<file path="src/rtl/sdram_bridge_pkg.sv">
// Shared types and constants for the SDRAM access bridge.
package sdram_bridge_pkg;

  localparam int WORD_ADDR_W = 26;
  localparam int BYTE_ADDR_W = 28;
  localparam int DATA_W      = 32;
  localparam int WR_ENTRY_W  = WORD_ADDR_W + DATA_W;

  localparam logic [3:0]        BYTE_EN_ALL  = 4'hF;
  localparam logic [DATA_W-1:0] TIMEOUT_DATA = 32'hDEAD_BEEF;

  typedef enum logic [1:0] {
    IDLE,
    WRITE,
    READ_REQ,
    READ_RESP
  } bridge_state_t;

  // Avalon addresses bytes; the client addresses 32-bit words.
  function automatic logic [BYTE_ADDR_W-1:0] word_to_byte(input logic [WORD_ADDR_W-1:0] word_addr);
    return {word_addr, 2'b00};
  endfunction

endpackage

</file>
<file path="src/rtl/sdram_wr_fifo.sv">
// Posted-write FIFO holding {word address, write data} entries.
// The head entry is visible combinationally so the bridge can present it
// on Avalon in the same cycle it becomes valid (small depth, LUT storage).
module sdram_wr_fifo
  import sdram_bridge_pkg::*;
#(
  parameter int DEPTH = 4,
  parameter int WIDTH = WR_ENTRY_W
) (
  input  logic                       clk,
  input  logic                       rst,
  input  logic                       push,
  input  logic                       pop,
  input  logic [WIDTH-1:0]           wdata,
  output logic [WIDTH-1:0]           rdata,
  output logic                       full,
  output logic                       empty,
  output logic [$clog2(DEPTH):0]     count
);

  localparam int PW = $clog2(DEPTH);
  localparam int CW = PW + 1;

  logic [WIDTH-1:0] mem [DEPTH];
  logic [PW-1:0]    wr_ptr_reg;
  logic [PW-1:0]    rd_ptr_reg;
  logic [CW-1:0]    count_reg;
  logic [CW-1:0]    count_next;
  logic             full_reg;

  // Occupancy after this edge's push/pop.
  always_comb begin
    count_next = count_reg;
    if (push && !pop) begin
      count_next = count_reg + CW'(1);
    end else if (pop && !push) begin
      count_next = count_reg - CW'(1);
    end
  end

  // Storage write; contents need no reset since pointers define validity.
  always_ff @(posedge clk) begin
    if (push) begin
      mem[wr_ptr_reg] <= wdata;
    end
  end

  // Pointers wrap modulo depth; full is registered from next occupancy.
  always_ff @(posedge clk) begin
    if (rst) begin
      wr_ptr_reg <= '0;
      rd_ptr_reg <= '0;
      count_reg  <= '0;
      full_reg   <= 1'b0;
    end else begin
      if (push) wr_ptr_reg <= wr_ptr_reg + PW'(1);
      if (pop)  rd_ptr_reg <= rd_ptr_reg + PW'(1);
      count_reg <= count_next;
      full_reg  <= (count_next == CW'(DEPTH));
    end
  end

  assign rdata = mem[rd_ptr_reg];
  assign full  = full_reg;
  assign empty = (count_reg == '0);
  assign count = count_reg;

endmodule

</file>
<file path="src/rtl/sdram_access_bridge.sv">
// Bridges single-cycle SDRAM read/write pulses to an Avalon-MM master.
// One outstanding read, posted writes through a small FIFO; a read waits
// until every write queued before it has been issued.
// Optional read watchdog: define SDRAM_BRIDGE_TIMEOUT_EN.
module sdram_access_bridge
  import sdram_bridge_pkg::*;
#(
  parameter int WR_FIFO_DEPTH  = 4,
  parameter int TIMEOUT_CYCLES = 1024
) (
  input  logic                   clk,
  input  logic                   rst,
  input  logic                   sdram_read_en,
  input  logic                   sdram_write_en,
  input  logic [WORD_ADDR_W-1:0] address_sdram,
  input  logic [DATA_W-1:0]      writeData_sdram,
  output logic [DATA_W-1:0]      data_sdram,
  output logic                   sdram_datareadvalid,
  output logic                   wr_full,
  output logic                   bridge_idle,
  output logic                   protocol_err,
  output logic [BYTE_ADDR_W-1:0] avm_address,
  output logic                   avm_read,
  output logic                   avm_write,
  output logic [DATA_W-1:0]      avm_writedata,
  output logic [3:0]             avm_byteenable,
  input  logic                   avm_waitrequest,
  input  logic [DATA_W-1:0]      avm_readdata,
  input  logic                   avm_readdatavalid
);

  localparam int CW = $clog2(WR_FIFO_DEPTH) + 1;

  bridge_state_t          state_reg, state_next;
  logic [WORD_ADDR_W-1:0] rd_addr_reg, rd_addr_next;
  logic                   pending_reg, pending_next;
  logic [CW-1:0]          drain_reg, drain_next;
  logic [DATA_W-1:0]      data_reg, data_next;
  logic                   valid_reg, valid_next;
  logic                   err_reg, err_next;

  logic                   fifo_push;
  logic                   fifo_pop;
  logic                   fifo_full;
  logic                   fifo_empty;
  logic [CW-1:0]          fifo_count;
  logic [CW-1:0]          fifo_count_after;
  logic [WR_ENTRY_W-1:0]  fifo_rdata;
  logic                   read_ok;
  logic                   write_cmd;
  logic                   read_cmd;
  logic                   timeout_fire;

  sdram_wr_fifo #(
    .DEPTH (WR_FIFO_DEPTH),
    .WIDTH (WR_ENTRY_W)
  ) u_wr_fifo (
    .clk   (clk),
    .rst   (rst),
    .push  (fifo_push),
    .pop   (fifo_pop),
    .wdata ({address_sdram, writeData_sdram}),
    .rdata (fifo_rdata),
    .full  (fifo_full),
    .empty (fifo_empty),
    .count (fifo_count)
  );

`ifdef SDRAM_BRIDGE_TIMEOUT_EN
  localparam int TMO_W = $clog2(TIMEOUT_CYCLES);
  logic [TMO_W-1:0] tmo_reg;
  logic             in_read;

  assign in_read      = (state_reg == READ_REQ) || (state_reg == READ_RESP);
  assign timeout_fire = in_read && (tmo_reg == TMO_W'(TIMEOUT_CYCLES - 1));

  // Watchdog counts cycles spent waiting on the current read.
  always_ff @(posedge clk) begin
    if (rst || !in_read || timeout_fire) begin
      tmo_reg <= '0;
    end else begin
      tmo_reg <= tmo_reg + TMO_W'(1);
    end
  end
`else
  // Watchdog absent: a negative limit is impossible, so this is constant low.
  assign timeout_fire = (TIMEOUT_CYCLES < 0);
`endif

  // Next-state, Avalon command and client-side bookkeeping.
  always_comb begin
    state_next       = state_reg;
    rd_addr_next     = rd_addr_reg;
    pending_next     = pending_reg;
    drain_next       = drain_reg;
    data_next        = data_reg;
    valid_next       = 1'b0;
    err_next         = err_reg;
    write_cmd        = 1'b0;
    read_cmd         = (state_reg == READ_REQ);

    // Writes older than a pending read go out first; younger ones wait.
    if (state_reg == IDLE || state_reg == WRITE) begin
      write_cmd = !fifo_empty && ((drain_reg != '0) || !pending_reg);
    end

    fifo_pop  = write_cmd && !avm_waitrequest;
    fifo_push = sdram_write_en && (!fifo_full || fifo_pop);
    read_ok   = sdram_read_en && !sdram_write_en && !pending_reg;

    if ((sdram_write_en && !fifo_push) || (sdram_read_en && !read_ok)) begin
      err_next = 1'b1;
    end

    fifo_count_after = fifo_count + CW'(fifo_push) - CW'(fifo_pop);

    // Snapshot excludes an entry leaving on this very edge.
    if (read_ok) begin
      pending_next = 1'b1;
      rd_addr_next = address_sdram;
      drain_next   = fifo_count - CW'(fifo_pop);
    end else if (fifo_pop && (drain_reg != '0)) begin
      drain_next = drain_reg - CW'(1);
    end

    case (state_reg)
      IDLE, WRITE: begin
        if (pending_next && (drain_next == '0)) begin
          state_next = READ_REQ;
        end else if (fifo_count_after != '0) begin
          state_next = WRITE;
        end else begin
          state_next = IDLE;
        end
      end
      READ_REQ: begin
        if (!avm_waitrequest) begin
          state_next = READ_RESP;
        end
      end
      READ_RESP: begin
        if (avm_readdatavalid) begin
          data_next    = avm_readdata;
          valid_next   = 1'b1;
          pending_next = 1'b0;
          state_next   = (fifo_count_after != '0) ? WRITE : IDLE;
        end
      end
      default: state_next = IDLE;
    endcase

    if (timeout_fire) begin
      data_next    = TIMEOUT_DATA;
      valid_next   = 1'b1;
      err_next     = 1'b1;
      pending_next = 1'b0;
      state_next   = (fifo_count_after != '0) ? WRITE : IDLE;
    end
  end

  // State and client-facing registers.
  always_ff @(posedge clk) begin
    if (rst) begin
      state_reg   <= IDLE;
      rd_addr_reg <= '0;
      pending_reg <= 1'b0;
      drain_reg   <= '0;
      data_reg    <= '0;
      valid_reg   <= 1'b0;
      err_reg     <= 1'b0;
    end else begin
      state_reg   <= state_next;
      rd_addr_reg <= rd_addr_next;
      pending_reg <= pending_next;
      drain_reg   <= drain_next;
      data_reg    <= data_next;
      valid_reg   <= valid_next;
      err_reg     <= err_next;
    end
  end

  assign avm_read       = read_cmd;
  assign avm_write      = write_cmd;
  assign avm_address    = read_cmd  ? word_to_byte(rd_addr_reg) :
                          write_cmd ? word_to_byte(fifo_rdata[WR_ENTRY_W-1 -: WORD_ADDR_W]) : '0;
  assign avm_writedata  = write_cmd ? fifo_rdata[DATA_W-1:0] : '0;
  assign avm_byteenable = BYTE_EN_ALL;

  assign data_sdram          = data_reg;
  assign sdram_datareadvalid = valid_reg;
  assign wr_full             = fifo_full;
  assign protocol_err        = err_reg;
  assign bridge_idle         = fifo_empty && !pending_reg &&
                               (state_reg != READ_REQ) && (state_reg != READ_RESP);

endmodule

</file>
<file path="config.mk">
export PLATFORM = sky130hd
export DESIGN_NAME = sdram_access_bridge
export DESIGN_NICKNAME = d
export VERILOG_FILES = /design/src/rtl/sdram_bridge_pkg.sv /design/src/rtl/sdram_wr_fifo.sv /design/src/rtl/sdram_access_bridge.sv
export SDC_FILE = /design/constraint.sdc
export NUM_CORES = 1
export LEC_CHECK = 0
export ABC_AREA = 1
export CAP_MARGIN = 10
export CORE_ASPECT_RATIO = 1.2
export CORE_MARGIN = 2
export CORE_UTILIZATION = 30
export CTS_CLUSTER_DIAMETER = 100
export CTS_CLUSTER_SIZE = 12
export DETAILED_ROUTE_END_ITERATION = 10
export GPL_TIMING_DRIVEN = 0
export PLACE_DENSITY = 0.48
export SLEW_MARGIN = 10
export SYNTH_ARGS = -nofsm -noshare
export SYNTH_HDL_FRONTEND = slang
export SYNTH_SLANG_ARGS = --single-unit
export TNS_END_PERCENT = 1
</file>
<file path="constraint.sdc">
create_clock -name clk -period 4.4 [get_ports clk]
set_clock_uncertainty 0.2 [all_clocks]
set_input_delay 0.44 -clock clk [delete_from_list [all_inputs] [get_ports clk]]
set_output_delay 0.44 -clock clk [all_outputs]
set_load 0.005 [all_outputs]
</file>
==> summary.txt <==
Run status
  – Outcome: finished, final reports clean

Critical path
  – Critical path endpoint category: output pin
  – FF-to-FF End: state_reg[0]$_SDFFE_PP0P_
  – Crit Path Max Fanout: 10
  – Worst setup path startpoint: u_wr_fifo.count[1]$_SDFF_PP0_
  – Crit path arrival time: 3.15 ns
  – Reg2Reg Depth: 15
  – Kind of critical path: reg -> out
  – Worst setup endpoint: avm_writedata[1]
  – Startpoint types: flop
  – Flop2flop setup slack: 1.45 ns
  – Reg2Reg Launch Point: u_wr_fifo.count[1]$_SDFF_PP0_
  – WP data required: 3.76 ns

Logic synthesis
  – Xor and xnor area share after synthesis: 0.504%
  – Post-synthesis cell area: 0.0122 mm²
  – Main combinational cell family by area after synthesis: simple AND/OR/NAND/NOR gates
  – Synth area leader: edfxtp_1
  – Sequential share of the synthesized area: 69.8%
  – Synth top area cells: edfxtp_1, dfxtp_1, o21ai_0, nor2_1, nand2_1
  – Post-Synth Adder-Cell Area: 1.30%
  – Seq cells post-synth: 308
  – Post-Synth Simple-Gate Area: 12.2%
  – Syn Inst Count: 1094
  – Yosys cell types: 32
  – Avg Cell Area, Syn: 11.1 µm²
  – Post-synth top area share: 57.3%
  – Mux cell area share after synthesis: 0%
  – Compound-Gate Fraction of Synth Area: 11.7%
  – Synth Warn #: 0

Placement
  – Post-DP HPWL: 22600 µm
  – I/O Buffers: 191
  – Placed cell count: 1832
  – Post-DP Area: 0.0150 mm²
  – Post-Place Worst Slack: 1.15 ns
  – Gpl congestion: 0.739

Finish
  – Commonest non-fill, non-tap cell in the layout: edfxtp_1
  – Cell Count, Final, Fillers Out: 1885
  – Layout cell share with drive strength beyond 1: 5.84%
  – Antenna Cells: 0
  – Max reg flops: 232
  – Total Nets Final: 1438
  – Final instance area: 0.0159 mm²
  – Most frequent cells in the layout: edfxtp_1, nor2_1, clkdlybuf4s50_1
  – Area Overhead vs Synth: 30.4%

Detailed routing
  – DRT iter0 DRCs: 428
  – Vias: 8697
  – Routed length per instance: 17.9 µm
  – DR vias/cell: 4.61
  – First-pass iteration count of the detailed router: 5
  – DRC viols: 0
  – Drt total wl: 33800 µm
  – Post-route ant nets: 0

STA
  – Fmax: 264 MHz
  – Final hold vios: 0
  – Min Tclk post-route: 3.79 ns
  – Worst slew pin tran: 0.841 ns
  – Period utilisation layout: 86.1%
  – Finish-stage setup viols: 0
  – Worst setup margin: 0.613 ns
  – Final Max Tran Viols: 0
  – Unrepaired setup endpoints after global routing: no
  – Relative slew slack: 43.8%

Clock network
  – Postcts setup bufs: 0
  – CTS tree: done
  – Resized cells post-CTS: 0
  – CTS Root Cell: clkbuf_16
  – CTS Hold Buffers Added: 0
  – CTS buffer count: 29
  – Clk Latency, worst-skew pair: 0.56 ns
  – Num Clock Sinks: 308
  – Clk slew on worst S/H paths: 0.06 ns
  – Clock buffer depth: 3
  – CTS H-tree depth: 1

Floorplanning
  – Die height: 225 µm
  – Die Wd: 188 µm
  – Initial Util: 30.5%
  – Die area: 0.0422 mm²
  – IO Pins: 198
  – Core footprint: 0.0398 mm²
  – Num rows: 80

Global routing
  – Pin count of the biggest net entering global routing: 23
  – Number of global-route vias before repair: 8795
  – Initial antenna violation count: 1
  – Tot GR Track Use: 15.8%
  – First-pass GRT wire length: 51800 µm
  – Grt ovf: 0

Worst hold path
  – Hold path startpoint: avm_readdata[25]
  – HP Class: in -> reg
  – Depth of the worst hold-timing path: 3

Pwr
  – Tot Pwr: 7.58 mW
  – Maximum vdd drop: 349 µV
  – Cell Pwr Density: 478 mW/mm²
  – LEAKAGE: 5.52 nW

Job
  – Number of max-cap violations: 0
-- per-layer routing --
| metal | part of all wire, % | up-vias | global-route usage [%] |
|---|---|---|---|
| li1 | - | 4254 | - |
| met1 | 42 | 4147 | 19.2 |
| met2 | 50 | 252 | 28.3 |
| met3 | 7.3 | 42 | 4.07 |
| met4 | 1.5 | 2 | 3.38 |
| met5 | 0.038 | - | 0 |
-- synthesized netlist by cell type --
| library cell | n |
|---|---|
| o21ai_0 | 163 |
| clkinv_1 | 1 |
| conb_1 | 2 |
| o21ai_1 | 9 |
| buf_4 | 7 |
| a21oi_1 | 68 |
| ha_1 | 11 |
| nand2_4 | 3 |
| xor2_1 | 3 |
| o22ai_1 | 28 |
| nand4_1 | 7 |
| nor2_4 | 1 |
| inv_1 | 53 |
| o21a_1 | 3 |
| nand3_2 | 1 |
| dfxtp_1 | 76 |
| nor3_1 | 2 |
| buf_1 | 2 |
| clkinv_4 | 1 |
| a21oi_2 | 1 |
| nor2_1 | 203 |
| xnor2_1 | 4 |
| nand2_1 | 108 |
| nand3_1 | 35 |
| edfxtp_1 | 232 |
| clkbuf_1 | 49 |
| buf_2 | 12 |
| inv_2 | 4 |
| a21oi_4 | 1 |
| nor3_2 | 2 |
| nand3_4 | 1 |
| fa_1 | 1 |
-- worst min-delay path by stage --
stage,slack [ns],endpoint
3_5_place_dp,0.24,rd_addr_reg[7]$_SDFFE_PP0P_
3_3_place_gp,0.23,rd_addr_reg[8]$_SDFFE_PP0P_
6_report,0.22,data_sdram[25]$_SDFFE_PP0P_
5_1_grt,0.20,data_sdram[30]$_SDFFE_PP0P_
2_1_floorplan,0.22,rd_addr_reg[10]$_SDFFE_PP0P_
4_1_cts,0.19,data_sdram[8]$_SDFFE_PP0P_
-- per-stage QoR --
stage,utilization [%],TNS [ns],hold slack (ns)
2_1_floorplan,-,0,0.225
3_3_place_gp,37.0,-600.88,0.234
3_5_place_dp,37.7,0,0.241
4_1_cts,39.8,0,0.186
5_1_grt,39.8,0,0.201
6_report,39.8,0,0.218
-- critical path: stages, from the launching register on --
cell and delay, ns:
dfxtp_1 0.40, inv_1 0.14, ha_1 0.25, nand2_1 0.10, nand2_1 0.08, nor2_4 0.19, buf_4 0.24, inv_1 0.15
buf_2 0.23, a21oi_1 0.25, clkdlybuf4s50_1 0.55
-- logic make-up after synthesis --
family	after synthesis
other	2
xor gates and xnor gates	7
buffers and inverters	129
AOI/OAI and AO/OA	273
and+or+nand+nor	363
adders and majority gates	12
DFF	308
-- layout make-up --
type | count | area [µm²]
fillers | 3927 | 24000
flip-flops and latches | 308 | 8490
multi-input cells | 661 | 3180
repair buffers | 201 | 2140
clock buffers | 51 | 808
well taps | 533 | 667
plain buffers | 70 | 304
inverters | 59 | 226
clock inverters | 2 | 38.8
-- power by group --
part           leakage, nW  switching, mW  internal [mW]
combinational         2.37           1.07          0.802
clock                0.402           1.06           1.29
sequential            2.75         0.0551           3.30
total                 5.52           2.19           5.40
Power figures use the tool's default switching activity.
